[config.mk]
export PLATFORM = sky130hd
export DESIGN_NAME = mem_access_unit
export DESIGN_NICKNAME = d
export VERILOG_FILES = /design/src/rtl/mau_pkg.sv /design/src/rtl/mau_lane.sv /design/src/rtl/mem_access_unit.sv
export SDC_FILE = /design/constraint.sdc
export NUM_CORES = 1
export LEC_CHECK = 0
export ABC_AREA = 1
export CORE_MARGIN = 2
export CORE_UTILIZATION = 41
export DETAILED_ROUTE_END_ITERATION = 8
export HOLD_SLACK_MARGIN = 0.15
export PLACE_DENSITY = 0.7
export SLEW_MARGIN = 40
export SYNTH_ARGS = -nofsm -noshare
export SYNTH_HDL_FRONTEND = slang
export SYNTH_HIERARCHICAL = 1
export SYNTH_SLANG_ARGS = --single-unit
[constraint.sdc]
create_clock -name clk -period 2.3 [get_ports clk]
set_input_delay 0.345 -clock clk [delete_from_list [all_inputs] [get_ports clk]]
set_output_delay 0.345 -clock clk [all_outputs]
set_load 0.02 [all_outputs]
[src/rtl/mau_pkg.sv]
// mau_pkg -- shared definitions for the memory access unit.
//   * SZ_B/SZ_H/SZ_W/SZ_D : request size encodings (byte/half/word/dword)
//   * state_e             : access FSM states
//   * misaligned()        : alignment / legality check applied at handshake
package mau_pkg;

    localparam logic [1:0] SZ_B = 2'd0;
    localparam logic [1:0] SZ_H = 2'd1;
    localparam logic [1:0] SZ_W = 2'd2;
    localparam logic [1:0] SZ_D = 2'd3;

    typedef enum logic [2:0] {
        ST_IDLE,
        ST_ACCESS,
        ST_LD_DATA,
        ST_RMW_WR,
        ST_RESP
    } state_e;

    // Address must be aligned to 2^size; dword accesses are illegal on a 32-bit datapath.
    function automatic logic misaligned(input logic [2:0]  addr_lo,
                                        input logic [1:0]  size,
                                        input int unsigned xlen);
        case (size)
            SZ_B:    return 1'b0;
            SZ_H:    return addr_lo[0];
            SZ_W:    return |addr_lo[1:0];
            default: return (xlen == 32) || (|addr_lo);
        endcase
    endfunction

endpackage

[src/rtl/mau_lane.sv]
// mau_lane -- combinational lane extraction and store merge.
// Ports:
//   word_i     : memory word (read data)
//   offset_i   : byte offset of the access within the word
//   size_i     : access size (SZ_B..SZ_D)
//   unsigned_i : zero-extend (1) or sign-extend (0) load data
//   wdata_i    : right-aligned store data
//   ld_data_o  : extended load value
//   st_merge_o : word_i with the addressed lane replaced by wdata_i
module mau_lane
    import mau_pkg::*;
#(
    parameter  int unsigned XLEN  = 32,
    localparam int unsigned OFF_W = $clog2(XLEN/8)
) (
    input  logic [XLEN-1:0]  word_i,
    input  logic [OFF_W-1:0] offset_i,
    input  logic [1:0]       size_i,
    input  logic             unsigned_i,
    input  logic [XLEN-1:0]  wdata_i,
    output logic [XLEN-1:0]  ld_data_o,
    output logic [XLEN-1:0]  st_merge_o
);

    logic [6:0]       lane_w;
    logic [OFF_W+2:0] lane_lo;
    logic [XLEN-1:0]  shifted;
    logic [XLEN-1:0]  keep;
    logic [XLEN-1:0]  lane_mask;
    logic             sign;

    always_comb begin
        lane_w  = 7'd8 << size_i;
        lane_lo = {offset_i, 3'b000};
        shifted = word_i >> lane_lo;
        // Shifting by >= XLEN yields zero, so a full-width lane keeps every bit.
        keep    = ~({XLEN{1'b1}} << lane_w);
        case (size_i)
            SZ_B:    sign = shifted[7];
            SZ_H:    sign = shifted[15];
            SZ_W:    sign = shifted[31];
            default: sign = shifted[XLEN-1];
        endcase
        ld_data_o  = (shifted & keep) | (~keep & {XLEN{~unsigned_i & sign}});
        lane_mask  = keep << lane_lo;
        st_merge_o = (word_i & ~lane_mask) | ((wdata_i << lane_lo) & lane_mask);
    end

endmodule

[src/rtl/mem_access_unit.sv]
// mem_access_unit -- sub-word load/store unit in front of a single-port
// synchronous data memory (read data valid one cycle after the read).
// Optional feature macro: MAU_BYTE_STROBE_EN (sub-word stores use byte strobes
// in a single write instead of a read-modify-write).
// Ports:
//   clk, rstn                      : clock, asynchronous active-low reset
//   req_valid/req_ready            : request handshake (ready only when idle)
//   req_we/size/unsigned/addr/wdata: request fields, latched on handshake
//   resp_valid/resp_ready          : response handshake
//   resp_rdata/resp_err            : extended load data (0 for stores/errors), error flag
//   mem_en/we/wstrb/addr/wdata     : memory command, decoded from state and latched request
//   mem_rdata                      : memory read data
module mem_access_unit
    import mau_pkg::*;
#(
    parameter  int unsigned XLEN   = 32,
    parameter  int unsigned ADDR_W = 32,
    localparam int unsigned OFF_W  = $clog2(XLEN/8)
) (
    input  logic              clk,
    input  logic              rstn,
    input  logic              req_valid,
    output logic              req_ready,
    input  logic              req_we,
    input  logic [1:0]        req_size,
    input  logic              req_unsigned,
    input  logic [ADDR_W-1:0] req_addr,
    input  logic [XLEN-1:0]   req_wdata,
    output logic              resp_valid,
    input  logic              resp_ready,
    output logic [XLEN-1:0]   resp_rdata,
    output logic              resp_err,
    output logic              mem_en,
    output logic              mem_we,
    output logic [XLEN/8-1:0] mem_wstrb,
    output logic [ADDR_W-1:0] mem_addr,
    output logic [XLEN-1:0]   mem_wdata,
    input  logic [XLEN-1:0]   mem_rdata
);

    state_e              state_q, state_d;
    logic                we_q, uns_q;
    logic [1:0]          size_q;
    logic [ADDR_W-1:0]   addr_q;
    logic [XLEN-1:0]     wdata_q;
    logic [XLEN-1:0]     rdata_q, rdata_d;
    logic                err_q, err_d;

    logic [XLEN-1:0]     ld_data;
    logic [XLEN-1:0]     st_merge;
    logic                full_w;

    mau_lane #(.XLEN(XLEN)) u_lane (
        .word_i     (mem_rdata),
        .offset_i   (addr_q[OFF_W-1:0]),
        .size_i     (size_q),
        .unsigned_i (uns_q),
        .wdata_i    (wdata_q),
        .ld_data_o  (ld_data),
        .st_merge_o (st_merge)
    );

    assign full_w     = (size_q == 2'(OFF_W));
    assign mem_addr   = {addr_q[ADDR_W-1:OFF_W], {OFF_W{1'b0}}};
    assign resp_rdata = rdata_q;
    assign resp_err   = err_q;

`ifdef MAU_BYTE_STROBE_EN
    logic [XLEN/8-1:0] strb_sub;
    logic [XLEN-1:0]   wdata_rep;

    always_comb begin
        strb_sub = ~({(XLEN/8){1'b1}} << (4'd1 << size_q)) << addr_q[OFF_W-1:0];
        case (size_q)
            SZ_B:    wdata_rep = {(XLEN/8){wdata_q[7:0]}};
            SZ_H:    wdata_rep = {(XLEN/16){wdata_q[15:0]}};
            default: wdata_rep = {(XLEN/32){wdata_q[31:0]}};
        endcase
    end
`endif

    always_comb begin
        state_d    = state_q;
        rdata_d    = rdata_q;
        err_d      = err_q;
        req_ready  = 1'b0;
        resp_valid = 1'b0;
        mem_en     = 1'b0;
        mem_we     = 1'b0;
        mem_wstrb  = '0;
        mem_wdata  = '0;
        case (state_q)
            ST_IDLE: begin
                req_ready = 1'b1;
                if (req_valid) begin
                    err_d   = misaligned(req_addr[2:0], req_size, XLEN);
                    rdata_d = '0;
                    state_d = err_d ? ST_RESP : ST_ACCESS;
                end
            end
            ST_ACCESS: begin
                mem_en = 1'b1;
                if (!we_q) begin
                    state_d = ST_LD_DATA;
                end else if (full_w) begin
                    mem_we    = 1'b1;
                    mem_wstrb = '1;
                    mem_wdata = wdata_q;
                    state_d   = ST_RESP;
                end else begin
`ifdef MAU_BYTE_STROBE_EN
                    mem_we    = 1'b1;
                    mem_wstrb = strb_sub;
                    mem_wdata = wdata_rep;
                    state_d   = ST_RESP;
`else
                    // Read half of the RMW; merged write follows in ST_RMW_WR.
                    state_d   = ST_RMW_WR;
`endif
                end
            end
            ST_LD_DATA: begin
                rdata_d = ld_data;
                state_d = ST_RESP;
            end
            ST_RMW_WR: begin
                mem_en    = 1'b1;
                mem_we    = 1'b1;
                mem_wstrb = '1;
                mem_wdata = st_merge;
                state_d   = ST_RESP;
            end
            ST_RESP: begin
                resp_valid = 1'b1;
                if (resp_ready) state_d = ST_IDLE;
            end
            default: state_d = ST_IDLE;
        endcase
    end

    always_ff @(posedge clk or negedge rstn) begin
        if (!rstn) begin
            state_q <= ST_IDLE;
            rdata_q <= '0;
            err_q   <= 1'b0;
            we_q    <= 1'b0;
            uns_q   <= 1'b0;
            size_q  <= SZ_B;
            addr_q  <= '0;
            wdata_q <= '0;
        end else begin
            state_q <= state_d;
            rdata_q <= rdata_d;
            err_q   <= err_d;
            if (state_q == ST_IDLE && req_valid) begin
                we_q    <= req_we;
                uns_q   <= req_unsigned;
                size_q  <= req_size;
                addr_q  <= req_addr;
                wdata_q <= req_wdata;
            end
        end
    end

endmodule

==> flow_summary.toml <==
[status]
status = "finished with violations"
violations = "setup timing"

[sta]
fin_skew_ns = 0.0106
finalCritPeriodShare_pct = 100
hold_viol = 0
maxSlewViolCount = 0
setup_violations = 1
max-slew-margin-rel_pct = 48.0
fmax_mhz = 435
fin_crit_ns = 2.30
rsz0062_at_grt = "yes"
fin_ws_ns = -0.00106
setup-tns-final_ns = -0.00106
worstMarginPinSlew_ns = 0.778

[finish]
diodes = 0
finalNetCount = 1230
drive_gt1_share_pct = 14.6
synthToLayoutAreaGrowth_pct = 43.8
final_cells = 1319

[yosys]
synth_seq_area_share_pct = 40.9
synth_ff_type = "dfrtp_1"
synth_area_leader_cell = "dfrtp_1"
yosysWarningCount = 6
synth_edf_count = 0
syn_area_per_cell_um2 = 6.84
synthCells = 931
synth.distinct_cells = 34
ys_ff_latch = 104
netlist_area_mm2 = 0.00636
synth_area_leaders = "dfrtp_1 41%, nand2_1 28%, nand3_1 5.9%"
yosysTopAreaCellShare_pct = 40.9
async_flop_share_pct = 100

[routing]
post_drt_wl_per_cell_um = 16.3
vias = 6723
vias_per_cell = 5.10
drc = 0
drt_wl_total_um = 21400
drt_iter0_drc = 865
dr.pass1.iters = 5
postRouteAntennaNets = 0

[placed_design]
place_congestion = 0.975
io_buffers = 206
hpwl_um = 15400
dp.cells = 1289

[power]
p_seq_share_pct = 26.3
p_switching_mw = 5.91
total_power_mw = 12.8
power.share.switching_pct = 46.3
clkPwrFrac_pct = 13.0
power_frac_comb_pct = 60.7
vdd.ir_drop.worst_mv = 0.696
leakage_nw = 4.76
intPower_mw = 6.86
p_per_area_mw_per_mm2 = 1400

[critical_path]
max_stage_delay_ns = 0.42
cp.arrival_ns = 1.96
path_cells = "buf_6, nor2_4, buf_12, buf_8, nand2_1, o21ai_1, a21oi_1, o21ai_1, nand3_1, nand2_2, buf_6"
crit_type = "reg2out"
crit_path_end_kind = "primary output"
slowest_stage = "dfrtp_1"
worstSetupStartpointType = "flop"
cp_max_fo = 8
reg2regPathDepth = 11
crit_required_ns = 1.96

[die]
core_mm2 = 0.0152
io_pins = 209
start_util_pct = 41.9
die_w_um = 129
die-area_mm2 = 0.0165
die_h_um = 129
rows = 45

[clocking]
htree_levels = 3
cts_tree = "yes"
insertion_delay_ns = 0.36
cts_root_buffer = "clkbuf_16"
cts_buffers = 9
clk_pin_slew_ns = 0.07
clock_path_buffers = 2
cts.sinks = 104

[min_path]
whs_path_depth = 2
min_path_type = "reg2reg"

[run]
drv_cap = 0

[global_routing]
grt.overflow.total = 0
grt_pass1_wl_um = 32600
antenna_found_initial = 0
grtUsageTotal_pct = 25.3
grt_pass1_vias = 6181
grt_max_degree = 105
-- worst max-delay path, delay by kind of cell, from the launching register on --
| kind | cells | cell delay, ns |
|---|---|---|
| buffers and inverters | 4 | 0.54 |
| DFF | 1 | 0.42 |
| and+or+nand+nor | 4 | 0.39 |
| AOI/OAI and AO/OA | 3 | 0.27 |
-- cells by family (layout without fill, tap and decap cells) --
kind of cell	count (synthesis)	count (layout)	share of synthesized area, %
AO/OA/AOI/OAI	95	95	9.01
AND/OR/NAND/NOR	591	591	38.0
flip-flops	104	104	40.9
other	1	2	0.0589
buffers and inverters	140	339	12.1
-- placed cells by master, fill, tap and decap left out, types with 3 or more instances in the layout --
master           count
dlygate4sd2_1        5
clkbuf_2             5
a22oi_1              3
o22ai_1              7
o21ai_2              6
buf_4               48
inv_2                5
nand3_1             74
nand2_2             15
o2111ai_1            7
clkdlybuf4s50_1    168
buf_6               17
o21ai_0             25
dfrtp_1            102
nor2_4               4
buf_2                9
a21oi_1             17
clkbuf_16           13
inv_1               44
or2_2                7
buf_12              11
nand2_4              3
nand2_1            465
o221ai_1             4
o21ai_1             22
nor2_1              15
-- per-layer routing --
metal	global-route usage [%]	share of wire (%)
met1	35.6	43
met5	0	0
met4	8.89	2.7
met3	5.53	10
met2	38.8	44
-- power groups by stage --
| stage | registers, mW | clock network, mW | logic [mW] |
|---|---|---|---|
| finish | 3.36 | 1.66 | 7.75 |
| global route | 3.45 | 1.79 | 8.44 |
| CTS | 3.33 | 1.69 | 7.35 |
| detailed placement | 3.34 | 0 | 7.23 |
| global placement | 3.32 | 0 | 7.15 |
| floorplan | 3.45 | 0 | 4.43 |
-- through the flow --
stage               utilization, %  setup slack [ns]  hold WS, ns  area (um2)
floorplan                        -             0.278       0.0494        6370
global placement              56.7            -0.151        0.453        8620
detailed placement            56.7            -0.152        0.456        8620
CTS                           58.6          -0.00469        0.476        8910
global route                  60.2           -0.0879        0.488        9150
finish                        60.2          -0.00106        0.471        9150
-- state kept, by name (all words and copies together), names as in the netlist --
signal,cells
uns_q,1
size_q,2
wdata_q,32
addr_q,32
resp_err,1
resp_rdata,32
we_q,1
state_q,3
-- worst paths after layout --
path | slack, ns | startpoint | to
max | -0.001 | addr_q[1] | mem_wdata[31]
min | 0.47 | resp_rdata[22] | resp_rdata[22]
max reg2reg | 0.38 | addr_q[0] | resp_rdata[8]
min reg2reg | 0.47 | resp_rdata[22] | resp_rdata[22]
max in group asynchronous | 1.24 | rstn | size_q[1]
min in group asynchronous | 0.61 | rstn | resp_rdata[25]
-- cell usage after synthesis, drive strengths merged (4+ instances only) --
| library cell | count |
|---|---|
| clkbuf | 11 |
| a21oi | 19 |
| nor2 | 21 |
| o21ai | 53 |
| inv | 50 |
| a22oi | 4 |
| o22ai | 8 |
| o221ai | 4 |
| nand2 | 483 |
| buf | 77 |
| o2111ai | 7 |
| dfrtp | 104 |
| or2 | 7 |
| nand3 | 77 |
-- timing repair --
action / 4_1_cts / 5_1_grt
hold endpoints to repair: 104 / 0
setup buffers: 4 / 5
gates cloned: 0 / 4
hold buffers: 1 / 0
setup endpoints to repair: 37 / 28
resized for setup: 145 / 71
pin swaps: 3 / 19
-- layout make-up --
cell class	count	area (um2)
fillers	1423	6050
repair buffers	271	2720
well taps	188	235
clock inverters	5	78.8
inverters	52	203
clock buffers	11	233
flip-flops and latches	104	2610
multi-input cells	688	3080
Note: power is estimated with default switching activity, not from simulation.
